[src/rtl/uop_pkg.sv]
// Shared uop definitions for the packer (write side) and the uop queue (read side).
package uop_pkg;

  localparam int unsigned UOP_W   = 39;
  localparam int unsigned EOI_BIT = 27;
  localparam int unsigned LANES   = 4;
  localparam int unsigned CNT_W   = 16;

  typedef logic [UOP_W-1:0] uop_t;

  // Idle lane filler: all-zero opcode with end-of-instruction set.
  localparam uop_t NOP = 39'h0_0800_0000;

endpackage

[src/rtl/uop_packer_stats.sv]
// Wrapping commit/stall counters for the uop packer (used under UOP_PACKER_STATS_EN).
module uop_packer_stats
  import uop_pkg::*;
#(
  parameter int unsigned CNT_W = 16
) (
  input  logic             clk_i,
  input  logic             rst_ni,
  input  logic             row_commit_i,
  input  logic             stall_i,
  output logic [CNT_W-1:0] rows_cnt_o,
  output logic [CNT_W-1:0] stall_cnt_o
);

  logic [CNT_W-1:0] rows_q, stall_q;

  // Free-running counters; wrap naturally at 2^CNT_W.
  always_ff @(posedge clk_i) begin
    if (!rst_ni) begin
      rows_q  <= '0;
      stall_q <= '0;
    end else begin
      if (row_commit_i) rows_q  <= rows_q + 1'b1;
      if (stall_i)      stall_q <= stall_q + 1'b1;
    end
  end

  assign rows_cnt_o  = rows_q;
  assign stall_cnt_o = stall_q;

endmodule

[src/rtl/uop_packer.sv]
// Packs the serial uop stream into 4-lane rows for the uop queue.
// Optional stats counters (ROWS_CNT/STALL_CNT) present when UOP_PACKER_STATS_EN is defined.
module uop_packer
  import uop_pkg::*;
(
  input  logic             CLK,
  input  logic             RST_N,
  input  logic             flush,
  input  logic [UOP_W-1:0] IN_uop,
  input  logic             IN_valid,
  output logic             IN_ready,
  output logic [UOP_W-1:0] OUT_uop0,
  output logic [UOP_W-1:0] OUT_uop1,
  output logic [UOP_W-1:0] OUT_uop2,
  output logic [UOP_W-1:0] OUT_uop3,
  output logic             WR_EN0,
  output logic             WR_EN1,
  output logic             WR_EN2,
  output logic             WR_EN3,
  input  logic             Q_full
`ifdef UOP_PACKER_STATS_EN
  ,
  output logic [CNT_W-1:0] ROWS_CNT,
  output logic [CNT_W-1:0] STALL_CNT
`endif
);

  uop_t       fill_q [LANES];
  uop_t       fill_d [LANES];
  uop_t       out_q  [LANES];
  uop_t       out_d  [LANES];
  logic [1:0] lane_ptr_q, lane_ptr_d;
  logic [3:0] fill_mask_q, fill_mask_d;
  logic [3:0] row_mask_q, row_mask_d;
  logic       pending_q, pending_d;
  logic       accept, commit, complete;

  // Handshake and commit qualification; flush overrides both.
  always_comb begin
    IN_ready = ~flush & (~pending_q | ~Q_full);
    accept   = IN_valid & IN_ready;
    commit   = pending_q & ~Q_full & ~flush;
    complete = accept & (IN_uop[EOI_BIT] | (lane_ptr_q == 2'd3));
  end

  // Next state for fill buffer, output row and pending flag.
  // A commit and a new row completion in the same cycle leave pending set with the new row.
  always_comb begin
    fill_d      = fill_q;
    out_d       = out_q;
    lane_ptr_d  = lane_ptr_q;
    fill_mask_d = fill_mask_q;
    row_mask_d  = row_mask_q;
    pending_d   = pending_q;
    if (flush) begin
      pending_d   = 1'b0;
      fill_mask_d = '0;
      lane_ptr_d  = '0;
    end else begin
      if (commit) pending_d = 1'b0;
      if (accept) begin
        fill_d[lane_ptr_q] = IN_uop;
        if (complete) begin
          for (int unsigned k = 0; k < LANES; k++) begin
            if (fill_mask_q[k]) out_d[k] = fill_q[k];
          end
          out_d[lane_ptr_q] = IN_uop;
          row_mask_d        = fill_mask_q | (4'b0001 << lane_ptr_q);
          pending_d         = 1'b1;
          fill_mask_d       = '0;
          lane_ptr_d        = '0;
        end else begin
          fill_mask_d[lane_ptr_q] = 1'b1;
          lane_ptr_d              = lane_ptr_q + 2'd1;
        end
      end
    end
  end

  // State registers with synchronous active-low reset.
  always_ff @(posedge CLK) begin
    if (!RST_N) begin
      for (int unsigned k = 0; k < LANES; k++) begin
        fill_q[k] <= '0;
        out_q[k]  <= NOP;
      end
      lane_ptr_q  <= '0;
      fill_mask_q <= '0;
      row_mask_q  <= '0;
      pending_q   <= 1'b0;
    end else begin
      fill_q      <= fill_d;
      out_q       <= out_d;
      lane_ptr_q  <= lane_ptr_d;
      fill_mask_q <= fill_mask_d;
      row_mask_q  <= row_mask_d;
      pending_q   <= pending_d;
    end
  end

  assign OUT_uop0 = out_q[0];
  assign OUT_uop1 = out_q[1];
  assign OUT_uop2 = out_q[2];
  assign OUT_uop3 = out_q[3];

  assign WR_EN0 = commit & row_mask_q[0];
  assign WR_EN1 = commit & row_mask_q[1];
  assign WR_EN2 = commit & row_mask_q[2];
  assign WR_EN3 = commit & row_mask_q[3];

`ifdef UOP_PACKER_STATS_EN
  uop_packer_stats #(
    .CNT_W(CNT_W)
  ) u_stats (
    .clk_i        (CLK),
    .rst_ni       (RST_N),
    .row_commit_i (commit),
    .stall_i      (pending_q & Q_full & ~flush),
    .rows_cnt_o   (ROWS_CNT),
    .stall_cnt_o  (STALL_CNT)
  );
`endif

endmodule

[config.mk]
export PLATFORM = sky130hd
export DESIGN_NAME = uop_packer
export DESIGN_NICKNAME = d
export VERILOG_FILES = /design/src/rtl/uop_pkg.sv /design/src/rtl/uop_packer_stats.sv /design/src/rtl/uop_packer.sv
export SDC_FILE = /design/constraint.sdc
export NUM_CORES = 1
export LEC_CHECK = 0
export BUFFER_PORTS_ARGS = -buffer_cell sky130_fd_sc_hd__clkbuf_2
export CAP_MARGIN = 10
export CORE_MARGIN = 5
export CORE_UTILIZATION = 50
export DETAILED_ROUTE_END_ITERATION = 8
export PLACE_DENSITY_LB_ADDON = 0.15
export SYNTH_ARGS = -nofsm -noshare
export SYNTH_HDL_FRONTEND = slang
export SYNTH_SLANG_ARGS = --single-unit
[constraint.sdc]
create_clock -name CLK -period 4.4 [get_ports CLK]
set_input_delay 0.44 -clock CLK [delete_from_list [all_inputs] [get_ports CLK]]
set_output_delay 0.44 -clock CLK [all_outputs]
set_load 0.02 [all_outputs]
Yosys cells after proc, flatten, opt, wreduce, memory -nomap -nowiden --
Index checks and enable logic that the tools add are counted.
Operators by class: add/sub/neg operators 1, equal/unequal tests 1, shift-type cells 1, multiplexer cells 27, bitwise operators 18, $lt $le $gt $ge 4, reduce and logical (&&, ||, !) cells 5
Operators with widths (count):
- $mux 39 | 17
- $bwmux 156 | 2
- $demux 39 s2 | 1
- $and 1x1->1 | 9
- $or 4x4->4 | 2
- $mux 1 | 4
- $mux 4 | 1
- $not 1->1 | 4
- $shl 1x2->4 const A | 1
- $ge 3x3->1 const B | 1
- $lt 2x3->1 const B | 1
- $lt 3x1->1 const B | 1
- $not 2->3 | 1
- $reduce_and 3->1 | 1
- $add 2x1->2 const B | 1
- $demux 1 s2 | 1
- $eq 2x2->1 const B | 1
- $ge 2x1->1 const B | 1
- $logic_and 1x1->1 | 2
- $mux 2 | 1
- $or 1x1->1 | 2
- $reduce_and 2->1 | 1
- $reduce_or 2->1 | 1
Word-level totals: output and inout bits 161, logic and storage cells 69, bits in registers 323

Depth between registers and ports, before layout --
word-level depth 9, depth in mapped cells 7, mapped depth without buffers 5

Least setup slack after synthesis --
No wires, ideal clock.
path type reg2reg, from register lane_ptr_q[0], to register out_q, in the netlist OUT_uop2[10], cell stages (with the launch flop) 8, setup time 0.121 ns, clock period less this slack 1.601 ns, arrival time 1.480 ns, setup slack 2.799 ns, data required time 4.279 ns, cell sequence dfxtp_1 inv_1 ha_1 buf_2 clkbuf_1 mux2_2 nand2_1 mux2i_1
On the way: longest elaborated chain between the ends 6
RTL lines:
- from (decl) | line uop_packer.sv:32 | logic [1:0] lane_ptr_q, lane_ptr_d;
- from (signal assigned) | line uop_packer.sv:94 | lane_ptr_q <= lane_ptr_d;
- $not 2->3 (implied by the code) | line uop_packer.sv:67 | out_d[lane_ptr_q] = IN_uop;
- $ge 3x3->1 (implied by the code) / $lt 3x1->1 (equally long branches) | line uop_packer.sv:67
- $logic_and 1x1->1 (implied by the code) | line uop_packer.sv:67
- $mux 39 (implied by the code) | line uop_packer.sv:67
- $demux 39 s2 | line uop_packer.sv:67
- $bwmux 156 | line uop_packer.sv:67
- to (signal assigned) | line uop_packer.sv:93 | out_q <= out_d;
- to (decl) | line uop_packer.sv:30 | uop_t out_q [LANES];
Several ways; a longest one is shown, not always the timed one. A chain may end at the register's enable or synchronous reset.

Worst setup path in the final report --
from register lane_ptr_q[0], to register out_q, in the netlist OUT_uop3[19]
The elaborated chain is that of the path after synthesis.

==> results.json <==
{
  "run_status": "finished clean",
  "hp-start": "Q_full",
  "cts_buffers": 35,
  "die-area_um2": 31800,
  "avgSynthCellArea_um2": 9.67,
  "reg2reg_from": "lane_ptr_q[0]",
  "syn_area_um2": 14200,
  "grt_pass1_wl_um": 53800,
  "vias_per_cell": 5.14,
  "cp_data_required_time_ps": 4760,
  "crit_type": "reg -> reg",
  "ys_top_cells_by_area": "dfxtp_1, mux2i_1, nand2_1",
  "synth_cells": 1464,
  "comb_power_share_pct": 5.4,
  "fp.dieH_um": 178,
  "start_util_pct": 50.8,
  "yosysWarnings": 0,
  "io_buffers": 204,
  "cp_cell_sequence": "ha_2 > buf_4 > a21oi_1 > or3_2 > buf_4 > mux2i_1",
  "p_leak_nw": 8.44,
  "ir_drop_mv": 0.222,
  "grt_pass1_vias": 10067,
  "worstPathMaxFanout": 43,
  "io_pins": 205,
  "pwr-share-clk_pct": 46.9,
  "ys_ff_latch": 323,
  "cts_hold_buf": 0,
  "htreeDepth": 2,
  "cts-root-buf": "clkbuf_16",
  "first_iter_violations": 561,
  "antenna_found_initial": 2,
  "cts_tree": "done",
  "hold_viol": 0,
  "wl_per_cell_um": 17.0,
  "fin_nets": 1652,
  "dp_hpwl_um": 20400,
  "cts.sinks": 323,
  "worst_path_most_repeated_cell": "buf_4",
  "gp_congestion": 0.775,
  "hold_path_class": "in -> reg",
  "post-route-period-util_pct": 62.5,
  "rsz0062_at_grt": "false",
  "drv_slew": 0,
  "worst_slack_ps": 1650,
  "grt_use_total_pct": 21.0,
  "vias": 10299,
  "die_w_um": 178,
  "tightestPinTransition_ps": 1110,
  "power.switching_w": 0.00139,
  "grt_max_degree": 168,
  "swShare_pct": 22.3,
  "power-per-cell-area_nw_per_um2": 379,
  "synth.top_cell.area_share_pct": 45.7,
  "cap_viol_max_count": 0,
  "clock_skew_ps": 14.0,
  "max_slew_margin_pct": 25.8,
  "drt-total-wl_um": 34000,
  "startpoint": "lane_ptr_q[0]",
  "core_um2": 27900,
  "clockBufferDepth": 3,
  "cp_data_arrival_time_ps": 3110,
  "synth_seq_area_share_pct": 45.7,
  "period_needed_ps": 2750,
  "pre_cts_slack_ps": 1670,
  "cp-start-kind": "flip-flop",
  "cts_resized": 0,
  "area_growth_pct": 16.4,
  "ant_nets": 0,
  "drc_errors": 0,
  "clk_pin_slew_ps": 60,
  "fmaxAchievable_mhz": 363,
  "yosys.area.top_type": "dfxtp_1",
  "drive_above_1_share_pct": 27.0,
  "drt_pass1_iterations": 5,
  "setup_viol": 0,
  "fin_setup_tns_ps": 0,
  "worstSetupEndpointType": "flip-flop",
  "ys_types": 32,
  "cp_slowest_cell": "or3_2",
  "core.rowCount": 61,
  "clk-insertion-delay-late_ps": 510,
  "pwr-share-seq_pct": 47.7,
  "cts_setup_buffers": 0,
  "synth_fp_nets": 1512,
  "p_int_w": 0.00485,
  "grt-ovfl-total": 0,
  "cp_slowest_stage_delay_ps": 740
}
[layer usage]
metal	track usage, %	vias to the layer above	wire length [µm]
met1	27.9	4866	15300
met2	34.8	209	16100
met3	3.90	52	1740
met5	0	-	0
li1	-	5172	-
met4	6.72	0	838
[logic make-up after synthesis]
family	synth area share, %
AND/OR/NAND/NOR	14.3
multiplexers	34.2
flip-flops	45.7
buffers and inverters	4.20
AO/OA/AOI/OAI	1.35
adder cells (fa/ha/maj)	0.354
[cells in the final DEF, fill, tap and decap left out, drive strengths merged, types with 2 or more instances in the layout]
| cell type | count |
|---|---|
| nand2 | 500 |
| dfxtp | 323 |
| mux2i | 312 |
| clkbuf | 253 |
| mux2 | 152 |
| buf | 14 |
| a21oi | 7 |
| inv | 7 |
| nand3 | 6 |
| and2 | 5 |
| nor2 | 5 |
| nor2b | 4 |
| a211oi | 4 |
| o31ai | 4 |
| ha | 4 |
| clkinv | 4 |
| o2111ai | 3 |
| a21boi | 3 |
| diode | 2 |
| o21a | 2 |
| clkinvlp | 2 |
[worst paths after layout]
path	to	slack, ps	cells after the start
worst min register to register	OUT_uop3[14]	450	2
worst min-delay path	pending_q	200	3
worst max register to register	OUT_uop3[19]	1650	6
worst max-delay path	OUT_uop3[19]	1650	6
[cells in the mapped netlist, drive strengths merged]
library cell	number
o21a	2
o21ai	1
nor2b	4
and2	5
a211oi	4
nor3b	1
inv	7
nand3	6
o31ai	4
mux2	152
buf	53
nor2	5
clkbuf	61
or3	1
and3	1
o2111ai	3
nand2	500
a31oi	1
or2	1
a21o	1
dfxtp	323
a21boi	3
nor3	1
ha	4
mux2i	312
nand2b	1
a21oi	7
[critical path, delay by kind of cell (launching register included)]
kind / cells / cell delay (ps)
AOI/OAI and AO/OA: 1 / 70
DFF: 1 / 390
buffers and inverters: 2 / 1010
adders and majority gates: 1 / 200
and+or+nand+nor: 1 / 740
muxes: 1 / 170
[through the flow]
stage | std cells | power, W | hold WS [ps] | cell area (µm²) | utilization (%)
global route | 2004 | 0.00648 | 217 | 16500 | 59.2
floorplan | 1464 | 0.00327 | 430 | 14200 | -
global placement | 1945 | 0.00338 | 443 | 15300 | 55.0
CTS | 2002 | 0.00633 | 183 | 16500 | 59.1
detailed placement | 1945 | 0.00338 | 449 | 15300 | 55.0
finish | 2004 | 0.00625 | 202 | 16500 | 59.2
[registers in the layout (all words and copies together), names as in the netlist]
signal       count
OUT_uop0        39
OUT_uop1        39
OUT_uop2        39
OUT_uop3        39
fill_mask_q      4
fill_q         156
lane_ptr_q       2
pending_q        1
row_mask_q       4
[power by group through the flow]
stage          combinational (W)  clock [W]  sequential [W]
2_1_floorplan           0.000217          0         0.00306
3_3_place_gp            0.000336          0         0.00304
3_5_place_dp            0.000337          0         0.00304
4_1_cts                 0.000340    0.00301         0.00298
5_1_grt                 0.000371    0.00312         0.00298
6_report                0.000338    0.00293         0.00298
[cell type report]
class,count,area [µm²]
antenna,2,5.00
fill,2522,11400
timing repair buffer,217,1150
multi-input combinational,1020,7200
inverter,7,26.3
tap,378,473
clock buffer,50,1090
sequential,323,6470
clock inverter,7,65.1
Power figures use the tool's default switching activity.
